--- config.mk ---
export PLATFORM = sky130hd
export DESIGN_NAME = if_prefetch_queue
export DESIGN_NICKNAME = d
export VERILOG_FILES = /design/src/rtl/if_prefetch_pkg.sv /design/src/rtl/if_prefetch_queue_fifo.sv /design/src/rtl/if_prefetch_queue.sv
export SDC_FILE = /design/constraint.sdc
export NUM_CORES = 1
export LEC_CHECK = 0
export ABC_CLOCK_PERIOD_IN_PS = 3800
export CAP_MARGIN = 15
export CORE_ASPECT_RATIO = 1.1
export CORE_MARGIN = 1
export CORE_UTILIZATION = 55
export CTS_CLUSTER_DIAMETER = 40
export CTS_CLUSTER_SIZE = 20
export DETAILED_ROUTE_END_ITERATION = 10
export PLACE_DENSITY = 0.79
export SYNTH_ARGS = -nofsm -noshare
export SYNTH_HDL_FRONTEND = slang
export SYNTH_SLANG_ARGS = --single-unit
--- constraint.sdc ---
create_clock -name clk -period 3.8 [get_ports clk]
set_input_delay 0.57 -clock clk [delete_from_list [all_inputs] [get_ports clk]]
set_output_delay 0.57 -clock clk [all_outputs]
set_load 0.02 [all_outputs]
--- src/rtl/if_prefetch_pkg.sv ---
// Shared types and constants for the instruction-fetch prefetch queue.
package if_prefetch_pkg;

  typedef enum logic [1:0] {
    IDLE      = 2'd0,
    WAIT_RSP  = 2'd1,
    WAIT_DROP = 2'd2
  } fetch_state_e;

  localparam int unsigned DEFAULT_PC_STEP = 4;

  typedef struct packed {
    logic [31:0] instr;
    logic [31:0] pc_sumado;
  } entry_t;

endpackage

--- src/rtl/if_prefetch_queue_fifo.sv ---
// Circular-buffer FIFO with synchronous clear; head entry reads as zero when empty.
module prefetch_fifo #(
  parameter int unsigned WIDTH = 64,
  parameter int unsigned DEPTH = 4
) (
  input  logic                     clk_i,
  input  logic                     rst_ni,
  input  logic                     clear_i,
  input  logic                     push_i,
  input  logic [WIDTH-1:0]         wdata_i,
  input  logic                     pop_i,
  output logic [WIDTH-1:0]         rdata_o,
  output logic [$clog2(DEPTH):0]   count_o
);
  localparam int unsigned PW = $clog2(DEPTH);

  logic [WIDTH-1:0] mem_q [DEPTH];
  logic [PW-1:0]    head_q, head_d, tail_q, tail_d;
  logic [PW:0]      count_q, count_d;
  logic             do_pop;

  assign do_pop = pop_i && (count_q != '0);

  always_comb begin
    head_d  = head_q;
    tail_d  = tail_q;
    count_d = count_q;
    if (push_i) tail_d = (tail_q == PW'(DEPTH - 1)) ? '0 : tail_q + 1'b1;
    if (do_pop) head_d = (head_q == PW'(DEPTH - 1)) ? '0 : head_q + 1'b1;
    case ({push_i, do_pop})
      2'b10:   count_d = count_q + 1'b1;
      2'b01:   count_d = count_q - 1'b1;
      default: count_d = count_q;
    endcase
  end

  always_ff @(posedge clk_i) begin
    if (!rst_ni || clear_i) begin
      head_q  <= '0;
      tail_q  <= '0;
      count_q <= '0;
    end else begin
      head_q  <= head_d;
      tail_q  <= tail_d;
      count_q <= count_d;
    end
  end

  // Storage needs no reset: an empty queue masks the read data to zero.
  always_ff @(posedge clk_i) begin
    if (rst_ni && !clear_i && push_i) mem_q[tail_q] <= wdata_i;
  end

  assign rdata_o = (count_q != '0) ? mem_q[head_q] : '0;
  assign count_o = count_q;

endmodule

--- src/rtl/if_prefetch_queue.sv ---
// Instruction-fetch front end: one-outstanding fetch FSM feeding a prefetch queue to ID.
module if_prefetch_queue
  import if_prefetch_pkg::*;
#(
  parameter int unsigned       DATA_W   = 32,
  parameter int unsigned       ADDR_W   = 32,
  parameter int unsigned       DEPTH    = 4,
  parameter logic [ADDR_W-1:0] RESET_PC = '0,
  parameter int unsigned       PC_STEP  = DEFAULT_PC_STEP
) (
  input  logic                   clk,
  input  logic                   rst_n,
  output logic                   imem_req,
  output logic [ADDR_W-1:0]      imem_addr,
  input  logic                   imem_ready,
  input  logic                   imem_rvalid,
  input  logic [DATA_W-1:0]      imem_rdata,
  input  logic                   redirect_valid,
  input  logic [ADDR_W-1:0]      redirect_pc,
  input  logic                   id_ready,
  output logic                   instr_valid,
  output logic [DATA_W-1:0]      instruction_ID,
  output logic [ADDR_W-1:0]      PC_sumado_ID,
  output logic [$clog2(DEPTH):0] occupancy
);
  localparam logic [ADDR_W-1:0] STEP = ADDR_W'(PC_STEP);
  localparam int unsigned       EW   = DATA_W + ADDR_W;

  fetch_state_e      state_q, state_d;
  logic [ADDR_W-1:0] fetch_pc_q, fetch_pc_d;
  logic [ADDR_W-1:0] req_pc_q, req_pc_d;
  logic              issue, push, pop;
  logic [EW-1:0]     head_entry;

  always_comb begin
    state_d    = state_q;
    fetch_pc_d = fetch_pc_q;
    req_pc_d   = req_pc_q;
    issue      = 1'b0;
    push       = 1'b0;
    case (state_q)
      IDLE: begin
        issue = rst_n && (occupancy < ($clog2(DEPTH)+1)'(DEPTH)) && !redirect_valid;
        if (issue && imem_ready) begin
          req_pc_d   = fetch_pc_q;
          fetch_pc_d = fetch_pc_q + STEP;
          state_d    = WAIT_RSP;
        end
      end
      WAIT_RSP: begin
        // A response coinciding with a redirect is dropped here rather than via WAIT_DROP.
        if (imem_rvalid) begin
          push    = !redirect_valid;
          state_d = IDLE;
        end else if (redirect_valid) begin
          state_d = WAIT_DROP;
        end
      end
      WAIT_DROP: begin
        if (imem_rvalid) state_d = IDLE;
      end
      default: state_d = IDLE;
    endcase
    if (redirect_valid) fetch_pc_d = redirect_pc;
  end

  always_ff @(posedge clk) begin
    if (!rst_n) begin
      state_q    <= IDLE;
      fetch_pc_q <= RESET_PC;
      req_pc_q   <= '0;
    end else begin
      state_q    <= state_d;
      fetch_pc_q <= fetch_pc_d;
      req_pc_q   <= req_pc_d;
    end
  end

  assign pop = instr_valid && id_ready && !redirect_valid;

  prefetch_fifo #(
    .WIDTH (EW),
    .DEPTH (DEPTH)
  ) u_fifo (
    .clk_i   (clk),
    .rst_ni  (rst_n),
    .clear_i (redirect_valid),
    .push_i  (push),
    .wdata_i ({imem_rdata, req_pc_q + STEP}),
    .pop_i   (pop),
    .rdata_o (head_entry),
    .count_o (occupancy)
  );

  assign imem_req       = issue;
  assign imem_addr      = fetch_pc_q;
  assign instr_valid    = (occupancy != '0);
  assign instruction_ID = head_entry[EW-1:ADDR_W];
  assign PC_sumado_ID   = head_entry[ADDR_W-1:0];

endmodule
==> metrics <==
Cell variety after synth=51; CP startpoint kind=flip-flop; WL/cell=18.7 um; Seq pwr share=50.7%; GRT overflow=0; Worst Hold Class=flip-flop to flip-flop; Post-CTS Setup Inserts=0; crit path to=instruction_ID[7]; placed insts=1365; Slew headroom=36.0%; RR Endpoint=u_fifo.count_o[2]; CP max stage delay=650 ps; worst r2r src=u_fifo.count_o[2]; final non-filler cell total=1431; grt met2 use=approximately 36%; most frequent cell after synthesis=edfxtp_1; Switching Share=a little over a fifth; f_max=301 MHz; Final HPWL DP=16400 um; clock power share=about 46%; CP Class=flip-flop to output pin; period utilisation layout=87.3%; GR Util All Layers=~22%; RSZ-0062 raised after global routing=false; first-pass GRT wire length=43000 um; total CTS buffers=37; Avg Synthesized Cell Area=around 15 um2; outcome=complete, but fails checks; routing usage on met1=29.4%; Worst VDD drop=284 uV; slowest cell on the critical path=dfxtp_4; post-route ant nets=0; Iteration-0 DRC Markers=516; total die area=25400 um2; reg2reg path depth=9; ys async rst share=0%; post-layout util=69.5%; Final Skew=13.5 ps; # DRC=28; Worst-Skew Late Latency=510 ps; net load switching power=1.67 mW; PD cells=461 nW/um2; WP data required=3230 ps; clk root buf=clkbuf_16; Post-Syn Nets=994; Die Ht=about 170 um; Mapped Cells=915; clock sink count=331; Ys Warns=0; CP Capture Type=output pin; Fin. Hold Viols=0; drt via density=5.68; port bufs=170; final worst path period need=3320 ps; Rows=60; failing checks=design-rule violations; top cell family by delay on the critical path=buffers and inverters; Placer Congestion=approximately 0.86; synthesis-stage register bit count=331; Final TNS setup=0 ps; WP buf/inv=2; # diodes=0; data arrival time of the worst path=roughly 2800 ps; Worst R2R Setup Slack=between 800 and 900 ps; grt met3 use=under 10%; Core Area=~24000 um2; setup violators final=0; Area Overhead vs Synth=24.6%; NumNets Final=roughly 1200; Most used DFF post-synth=edfxtp_1; Yosys top cell by area=edfxtp_1; Worst Tran Pin Value=959 ps; register area share after synthesis=67.5%; vias in the first global route=between 8000 and 9000; IO Count=171; leakage power=5.51 nW; CTS tree=done; top cell type's share of synthesized area=a little under three fifths; starting density of the core=a little under three fifths; Die Width=roughly 150 um; EDFF count, synth=256; Most Crowded Layer GR=met2; CTS Buffer Depth=3; Post-Syn Area=13600 um2; top fanout value on the critical path=26; Final Max Slew Viols=0; Crit path depth=4; via count=8122; Clock transition at path regs=60 ps; final WL=26700 um; maxcap violations=0; antenna violations before repair=0; # hold bufs at CTS=0; top cells by area, synth=edfxtp_1 (56%), dfxtp_1 (11%), mux4_2 (11%); hold slack=484 ps; share of cells above drive strength 1=13.9%; TritonRoute pass-1 iters=8; P_int=6.14 mW; cts repair resizes=0; Comb power frac=3.9%; crit-path cells=buf_12 > mux4_2 > and2_1 > clkdlybuf4s50_1; H-tree levels=2; top cells by count, synth=edfxtp_1 (256), nand2_1 (109), dfxtp_1 (75); largest net degree at the start of global routing=68
-- registers in the layout, summed over array words and instances, names as in the netlist, named ones only --
register,count
u_fifo.mem_q,256
imem_addr,32
req_pc_q,32
u_fifo.count_o,3
state_q,2
u_fifo.head_q,2
u_fifo.tail_q,2
-- power groups by stage --
stage          clock network, mW  logic (mW)  registers [mW]
3_5_place_dp                   0       0.300            4.03
3_3_place_gp                   0       0.296            4.03
4_1_cts                     3.61       0.302            3.95
2_1_floorplan                  0       0.112            4.04
6_report                    3.55       0.302            3.96
5_1_grt                     3.76       0.325            3.96
-- layout make-up --
| cell class | instances | area [um2] |
|---|---|---|
| clock inverter | 22 | 241 |
| timing repair buffer | 188 | 1910 |
| fill | 1641 | 7440 |
| inverter | 13 | 48.8 |
| multi-input combinational | 523 | 4180 |
| clock buffer | 44 | 995 |
| sequential | 331 | 9190 |
| tap | 310 | 388 |
-- how the worst min path moves through the flow --
stage                     start      endpoint  slack, ps  depth (start not counted)
6_report       u_fifo.head_q[1]     flip-flop        480                          2
5_1_grt            req_pc_q[28]  req_pc_q[28]        500                          2
4_1_cts        u_fifo.head_q[1]     flip-flop        480                          2
3_5_place_dp   u_fifo.head_q[1]     flip-flop        470                          2
3_3_place_gp       req_pc_q[31]  req_pc_q[31]        460                          2
2_1_floorplan      req_pc_q[31]  req_pc_q[31]        450                          2
-- kinds of logic (layout without fill, tap and decap cells) --
logic type,Yosys count,in the layout,synth area share [%]
xor gates and xnor gates,40,40,2.57
muxes,75,75,11.5
and+or+nand+nor,304,304,11.5
DFF,331,331,67.5
AOI/OAI and AO/OA,95,95,4.17
buffers and inverters,61,267,1.83
adders and majority gates,9,9,0.883
-- layout by cell type, fill, tap and decap left out, types with 3 or more instances in the layout --
cell type and count:
o21ai_0 12, nand3_1 35, clkbuf_1 5, and2_2 4
xnor2_1 31, and2_1 68, and4_1 5, a21oi_1 54
edfxtp_1 256, nand2_1 109, buf_12 6, nand4_1 16
buf_4 12, mux2i_1 9, o31a_1 3, ha_1 8
clkinv_1 3, o211ai_1 3, dfxtp_1 73, xor2_1 9
nor2_1 28, nor4_1 5, nor3_1 8, o311ai_0 6
inv_1 12, clkbuf_16 39, inv_8 3, inv_6 9
mux4_2 64, and3_1 10, clkdlybuf4s50_1 170, a31oi_1 3
-- through the flow --
stage | setup WS (ps) | total power [mW] | area, um2
after floorplan | 421 | 4.16 | 13600
after global placement | 878 | 4.33 | 15700
after detailed placement | 797 | 4.33 | 15700
after CTS | 395 | 7.87 | 17000
after global routing | 322 | 8.04 | 17000
final | 483 | 7.81 | 17000
-- routing by layer --
layer	share of wire (%)	vias to the layer above
met5	0	-
met2	49	277
li1	-	3827
met4	2.2	0
met3	5.8	44
met1	43	3974
-- worst min-delay path, delay by kind of cell (launching register included) --
kind	cells	cell delay, ps
AOI/OAI and AO/OA	1	70
DFF	1	320
and+or+nand+nor	1	50
Power figures use the tool's default switching activity.
